File: src/rtl/jtcontra_obj_dma.sv
// -----------------------------------------------------------------------------
// jtcontra_obj_dma
//
// Object-table DMA for the 007121 sprite path. On the falling edge of LVBL the
// 320-byte object table is copied from the shared CPU object RAM into a private
// scan buffer, which the object line engine reads through scan_addr/obj_scan.
//
// Optional feature macro: JTCONTRA_OBJ_DBUF_EN
//   defined     : two 512x8 banks; the DMA fills the bank not being read and
//                 the banks swap when the copy completes.
//   not defined : a single 512x8 bank; scan reads during a copy may see a mix
//                 of old and new bytes.
//
// Ports
//   clk        in   system clock
//   rst_n      in   asynchronous active-low reset
//   LVBL       in   vertical blank (active low); falling edge starts a copy
//   cpu_busy   in   CPU owns the object-RAM port this cycle (stalls the DMA)
//   dma_cs     out  object-RAM read request (combinational from cpu_busy)
//   dma_addr   out  object-RAM read address
//   dma_din    in   object-RAM read data, valid the cycle after an issued read
//   scan_addr  in   scan-buffer read address from the line engine
//   obj_scan   out  scan-buffer data, one-cycle latency
//   busy       out  copy in progress
//   done       out  one-cycle pulse when a copy completes
// -----------------------------------------------------------------------------
module jtcontra_obj_dma #(
    parameter int OBJ_BYTES = 320
) (
    input  logic       clk,
    input  logic       rst_n,
    input  logic       LVBL,
    input  logic       cpu_busy,
    output logic       dma_cs,
    output logic [9:0] dma_addr,
    input  logic [7:0] dma_din,
    input  logic [9:0] scan_addr,
    output logic [7:0] obj_scan,
    output logic       busy,
    output logic       done
);

    localparam logic [9:0] LAST_ADDR = 10'(OBJ_BYTES - 1);
    localparam logic [9:0] SIZE_ADDR = 10'(OBJ_BYTES);

    typedef enum logic [1:0] {
        ST_IDLE  = 2'd0,
        ST_COPY  = 2'd1,
        ST_FLUSH = 2'd2,
        ST_SWAP  = 2'd3
    } state_t;

    state_t     state_r;
    state_t     state_s;
    logic       lvbl_last_r;
    logic       start_s;
    logic       issue_s;
    logic       last_issue_s;
    logic       wr_pend_r;
    logic [8:0] wr_addr_r;
    logic [9:0] dma_addr_r;
    logic       busy_r;
    logic       done_r;
    logic [7:0] obj_scan_r;

`ifdef JTCONTRA_OBJ_DBUF_EN
    logic       rd_bank_r;
    logic [7:0] buf_mem [0:1023];
    logic [9:0] wr_idx_s;
    logic [9:0] rd_idx_s;

    // The DMA always fills the bank that the scan side is not reading.
    assign wr_idx_s = {~rd_bank_r, wr_addr_r};
    assign rd_idx_s = {rd_bank_r, scan_addr[8:0]};
`else
    logic [7:0] buf_mem [0:511];
    logic [8:0] wr_idx_s;
    logic [8:0] rd_idx_s;

    assign wr_idx_s = wr_addr_r;
    assign rd_idx_s = scan_addr[8:0];
`endif

    assign start_s      = ~LVBL & lvbl_last_r;
    assign issue_s      = (state_r == ST_COPY) & ~cpu_busy;
    assign last_issue_s = issue_s & (dma_addr_r == LAST_ADDR);

    assign dma_cs   = issue_s;
    assign dma_addr = dma_addr_r;
    assign busy     = busy_r;
    assign done     = done_r;
    assign obj_scan = obj_scan_r;

    // Copy sequencer state register.
    always_ff @(posedge clk or negedge rst_n) begin
        if (!rst_n) begin
            state_r <= ST_IDLE;
        end else begin
            state_r <= state_s;
        end
    end

    // Copy sequencer next-state logic; start edges outside IDLE are ignored.
    always_comb begin
        state_s = state_r;
        case (state_r)
            ST_IDLE: begin
                if (start_s) begin
                    state_s = ST_COPY;
                end else begin
                    state_s = ST_IDLE;
                end
            end
            ST_COPY: begin
                if (last_issue_s) begin
                    state_s = ST_FLUSH;
                end else begin
                    state_s = ST_COPY;
                end
            end
            ST_FLUSH: state_s = ST_SWAP;
            ST_SWAP:  state_s = ST_IDLE;
            default:  state_s = ST_IDLE;
        endcase
    end

    // LVBL edge history, read address counter, write pipeline and status flags.
    always_ff @(posedge clk or negedge rst_n) begin
        if (!rst_n) begin
            lvbl_last_r <= 1'b1;
            dma_addr_r  <= 10'd0;
            wr_pend_r   <= 1'b0;
            wr_addr_r   <= 9'd0;
            busy_r      <= 1'b0;
            done_r      <= 1'b0;
        end else begin
            lvbl_last_r <= LVBL;
            // The counter parks on the last address until the copy wraps up.
            if (state_s == ST_SWAP) begin
                dma_addr_r <= 10'd0;
            end else if (issue_s && !last_issue_s) begin
                dma_addr_r <= dma_addr_r + 10'd1;
            end else begin
                dma_addr_r <= dma_addr_r;
            end
            // Data for an issued read arrives next cycle; that write is
            // committed even if cpu_busy rises meanwhile.
            wr_pend_r <= issue_s;
            if (issue_s) begin
                wr_addr_r <= dma_addr_r[8:0];
            end else begin
                wr_addr_r <= wr_addr_r;
            end
            busy_r <= (state_s == ST_COPY) || (state_s == ST_FLUSH);
            done_r <= (state_s == ST_SWAP);
        end
    end

`ifdef JTCONTRA_OBJ_DBUF_EN
    // Bank swap on the edge that enters SWAP, together with the final write,
    // so scan addresses sampled during the done pulse already see the new table.
    always_ff @(posedge clk or negedge rst_n) begin
        if (!rst_n) begin
            rd_bank_r <= 1'b0;
        end else if (state_r == ST_FLUSH) begin
            rd_bank_r <= ~rd_bank_r;
        end else begin
            rd_bank_r <= rd_bank_r;
        end
    end
`endif

    // Scan buffer write port; contents are deliberately not reset.
    always_ff @(posedge clk) begin
        if (wr_pend_r) begin
            buf_mem[wr_idx_s] <= dma_din;
        end
    end

    // Scan buffer read port; a same-cycle write to the same cell returns old data.
    always_ff @(posedge clk or negedge rst_n) begin
        if (!rst_n) begin
            obj_scan_r <= 8'd0;
        end else if (scan_addr >= SIZE_ADDR) begin
            obj_scan_r <= 8'd0;
        end else begin
            obj_scan_r <= buf_mem[rd_idx_s];
        end
    end

endmodule

File: config.mk
export PLATFORM = sky130hd
export DESIGN_NAME = jtcontra_obj_dma
export DESIGN_NICKNAME = d
export VERILOG_FILES = /design/src/rtl/jtcontra_obj_dma.sv
export SDC_FILE = /design/constraint.sdc
export NUM_CORES = 2
export LEC_CHECK = 0
export ABC_AREA = 1
export CAP_MARGIN = 40
export CORE_AREA = 2 2 697 699
export DETAILED_ROUTE_END_ITERATION = 7
export DIE_AREA = 0 0 699 701
export MAX_ROUTING_LAYER = met4
export SETUP_SLACK_MARGIN = 0.15
export SYNTH_ARGS = -nofsm -noshare
export SYNTH_HDL_FRONTEND = slang
export SYNTH_SLANG_ARGS = --single-unit
File: constraint.sdc
create_clock -name clk -period 2.6 [get_ports clk]
set_input_delay 0.52 -clock clk [delete_from_list [all_inputs] [get_ports clk]]
set_output_delay 0.52 -clock clk [all_outputs]
set_load 0.02 [all_outputs]
==> implementation parameters <==
Parameter                              Value

Status
  Result of the run ... finished clean

CTS
  Number of buffers between clock root and the deepest sink ... 4
  CTS H-tree lvls ... 5
  CTS Root Buffer Type ... sky130_fd_sc_hd__clkbuf_16
  Clk Latency, worst-skew pair ... 1.00 ns
  Num CTS Buffers ... 426
  Number of sinks handled by clock tree synthesis ... 4,129
  CTS tree ... yes
  Clock-pin transition on the worst setup and hold timing paths ... 0.06 ns

Setup path
  Data arrival time of the critical path ... 3.28 ns
  Largest fanout on the critical path ... 2
  Kind of critical path ... flip-flop to flip-flop
  Required time of the critical path ... 3.46 ns
  Kind of end point of the critical path ... flip-flop
  Critical path launch point type ... flip-flop

Min path
  Worst min-delay path category ... primary input to asynchronous set/reset pin

Synth
  Number of enable flip-flop cells after synthesis ... 4,096
  Number of unique standard cell types used by synthesis ... 29
  Netlist Area Pre-Place ... 168,000 um2
  Syn Nets ... 14,300
  Post-Syn Area per Cell ... 11.8 um2
  Register bit total from synthesis ... 4,129
  Flip-flop cell with the highest count after synthesis ... sky130_fd_sc_hd__edfxtp_1
  Part of the Yosys area used for sequential elements ... 73.7%
  Proportion of synthesized flip-flops having asynchronous set or reset ... 0.799%
  Synth warnings ... 0
  Post-synthesis instance total ... 14,300

Power and ir drop
  Switching fraction of total power ... 23.9%
  Relative contribution of the clock network to total power ... 40.5%
  Part of the total power dissipated in sequential elements ... 50.9%
  Proportion of power drawn by combinational gates ... 8.7%
  Final Power ... 145 mW
  Static Leak ... 71.1 nW
  Total internal power ... 110 mW
  Power Density ... 718 nW/um2
  Psw ... 34.7 mW
  VDD IR-drop max ... 0.000590 V

STA
  Final Hold Slack ... 0.0863 ns
  Number of pins exceeding their max-slew limit in the final report ... 0
  RSZ-0062 raised after global routing ... true
  Share of the clock period used by the worst path after layout ... 93.1%
  Final hold viol count ... 0
  Setup Viol. Count Final ... 0
  Time the final worst path needs with I/O delays and setup ... 2.42 ns
  Least-Margin Pin Slew ... 0.809 ns
  Highest achievable clock rate ... 0.413 GHz
  Worst clock skew ... 0.0774 ns
  Worst slew slack as a fraction of its limit ... 46.1%

Die
  Die W ... 699 um
  Area of the core ... 482,000 um2
  Initial core utilization ... 34.9%
  Count of boundary I/O pins ... 43
  Die height ... 701 um
  # rows ... 255
  Total die area ... 490,000 um2

Layout
  # nets final ... 15,500
  Layout-stage area growth over the synthesis result ... 20.0%
  Share of layout cells above drive strength 1 ... 14.6%

Routing
  WL final ... 504 mm
  Drc violations ... 0
  Via-to-Cell Ratio ... 5.16
  Detailed router's first-iteration violation count ... 14,100
  Iteration count of the initial detailed-routing pass ... 8
  Vias ... 115,000
  Detail Route Antenna Nets ... 0
  Drt wl/cell ... 22.6 um

Global route
  Total grt overflow ... 0
  Largest net degree at the start of global routing ... 108
  Overall global routing resource usage ... 20.5%
  Number of antenna violations at the first check in global routing ... 18
  Vias in the first global route ... 110,000
  Global-route wire length before repair ... 737 mm

Placed design
  Placer Congestion ... 0.905
  Buffers on Ports ... 42
  HPWL reported at the end of detailed placement ... 322 mm

Flow run
  Max-cap viol count ... 0
-- cells in the final DEF, fill, tap and decap left out, types with 4 or more instances in the layout --
cell,netlist,layout
sky130_fd_sc_hd__nor2_4,0,6
sky130_fd_sc_hd__nand2_4,0,13
sky130_fd_sc_hd__clkbuf_8,0,6
sky130_fd_sc_hd__buf_12,0,280
sky130_fd_sc_hd__a31oi_1,7,7
sky130_fd_sc_hd__inv_6,0,10
sky130_fd_sc_hd__clkbuf_1,392,99
sky130_fd_sc_hd__nor2_1,3437,3420
sky130_fd_sc_hd__nand2_1,2081,2065
sky130_fd_sc_hd__clkbuf_16,0,432
sky130_fd_sc_hd__buf_8,0,11
sky130_fd_sc_hd__edfxtp_1,4096,4096
sky130_fd_sc_hd__o21ai_1,159,159
sky130_fd_sc_hd__dlygate4sd3_1,0,9
sky130_fd_sc_hd__clkinv_4,0,6
sky130_fd_sc_hd__buf_6,15,4
sky130_fd_sc_hd__o21ai_0,1688,1688
sky130_fd_sc_hd__clkdlybuf4s15_2,0,4
sky130_fd_sc_hd__o211ai_1,323,323
sky130_fd_sc_hd__nor2_2,2,13
sky130_fd_sc_hd__dfrtp_1,32,30
sky130_fd_sc_hd__inv_1,352,347
sky130_fd_sc_hd__nand3_1,809,806
sky130_fd_sc_hd__or2_2,15,15
sky130_fd_sc_hd__clkinv_16,0,4
sky130_fd_sc_hd__a21oi_1,191,191
sky130_fd_sc_hd__clkinv_2,0,66
sky130_fd_sc_hd__bufinv_16,0,24
sky130_fd_sc_hd__clkdlybuf4s50_1,0,6
sky130_fd_sc_hd__nor3_1,15,14
sky130_fd_sc_hd__diode_2,0,13
sky130_fd_sc_hd__inv_16,0,4
sky130_fd_sc_hd__dlygate4sd2_1,0,12
sky130_fd_sc_hd__o22ai_1,130,130
sky130_fd_sc_hd__buf_4,120,1376
sky130_fd_sc_hd__clkinv_8,0,4
sky130_fd_sc_hd__clkinvlp_4,0,6
sky130_fd_sc_hd__clkinv_1,4,123
-- final cells by class --
class                      count  area [um2]
inverter                     359        1390
timing repair buffer        1708       16500
sequential                  4129      124000
fill                       44700      280000
clock inverter               242        1930
clock buffer                 537       11300
multi-input combinational   8865       38700
tap                         6425        8040
antenna                       13        32.5
-- per-stage QoR --
stage | util, % | setup WS, ns | instances | setup TNS (ns) | instance area [um2]
floorplan | - | 0.434 | 14300 | 0 | 168000
global placement | 39.1 | -0.802 | 21500 | -5.77 | 188000
detailed placement | 39.1 | -0.824 | 21500 | -5.97 | 188000
CTS | 41.8 | 0.154 | 22300 | 0 | 202000
global route | 41.9 | 0.0432 | 22300 | 0 | 202000
finish | 41.9 | 0.179 | 22300 | 0 | 202000
-- worst max-delay path: stages (launching register included) --
cell and delay (ns):
sky130_fd_sc_hd__edfxtp_1 0.37, sky130_fd_sc_hd__nor2_1 0.10, sky130_fd_sc_hd__nor2_1 0.05, sky130_fd_sc_hd__o21ai_0 0.08, sky130_fd_sc_hd__nand2_1 0.08, sky130_fd_sc_hd__nand2_1 0.09
sky130_fd_sc_hd__nand2_1 0.05, sky130_fd_sc_hd__inv_1 0.12, sky130_fd_sc_hd__nand2_1 0.11, sky130_fd_sc_hd__nand2_1 0.07, sky130_fd_sc_hd__nand2_1 0.07, sky130_fd_sc_hd__inv_1 0.10
sky130_fd_sc_hd__nand2_1 0.22, sky130_fd_sc_hd__nand2_2 0.28, sky130_fd_sc_hd__nand3_1 0.13, sky130_fd_sc_hd__nor2_1 0.31, sky130_fd_sc_hd__nor2_1 0.09
-- what timing repair did --
action,4_1_cts,5_1_grt
resized for setup,48,25
hold buffers,9,0
hold endpoints to repair,120,0
setup buffers,0,3
setup endpoints to repair,74,111
-- routing by layer --
layer / vias to the layer above / global-route usage (%) / part of all wire (%)
li1: 52600 / - / -
met1: 56600 / 27.7 / 42
met2: 4965 / 32.1 / 46
met5: - / - / 0
met4: 0 / 6.60 / 3.5
met3: 857 / 3.09 / 8.6
-- synth_stat cells (all sizes together), types with 3 or more instances --
library cell  instances  share of area (%)
or2                  15              0.056
a31oi                 7              0.026
clkinv                4             0.0089
clkbuf              392               0.88
dfrtp                32               0.48
nand3               809                2.4
a21oi               191               0.57
o21ai              1847                5.5
o22ai               130               0.48
and3                  3              0.011
nand2              2081                4.6
o211ai              323                1.4
nor3                 15              0.045
edfxtp             4096                 73
inv                 355               0.79
nor2               3439                7.7
buf                 551                1.8
-- worst paths after layout --
kind	slack (ns)	from	depth (start not counted)	end
min in group clk	0.10	dma_din[6]	2	buf_mem[38][6]
hold / removal	0.09	rst_n	2	lvbl_last_r
setup reg to reg	0.18	buf_mem[336][2]	16	obj_scan[2]
max in group asynchronous	1.92	rst_n	3	done
setup / recovery	0.18	buf_mem[336][2]	16	obj_scan[2]
hold reg to reg	0.52	state_r[0]	1	done
-- power by group through the flow --
stage                     clock network, mW  logic (mW)  registers [mW]
after global routing                   61.8        13.3            73.7
after detailed placement                  0        12.3            75.1
after floorplan                           0        5.03            75.1
final                                  58.6        12.5            73.7
after CTS                              59.3        12.4            73.7
after global placement                    0        12.3            75.1
-- sequential cells by signal, indices dropped and copies added (netlist names) --
signal,cells
buf_mem,4096
dma_addr,10
wr_addr_r,9
obj_scan,8
state_r,2
busy,1
done,1
lvbl_last_r,1
wr_pend_r,1
-- kinds of logic (layout without fill, tap and decap cells) --
logic type / Yosys count / count (layout) / synth area share, %
adders and majority gates: 1 / 1 / 0.00744
buffers and inverters: 1302 / 2846 / 3.45
other: 0 / 13 / 0
xor gates and xnor gates: 1 / 1 / 0.00521
DFF: 4129 / 4129 / 73.7
AOI/OAI and AO/OA: 2500 / 2500 / 8.03
and+or+nand+nor: 6363 / 6363 / 14.9
(Power assumes the default switching activity.)
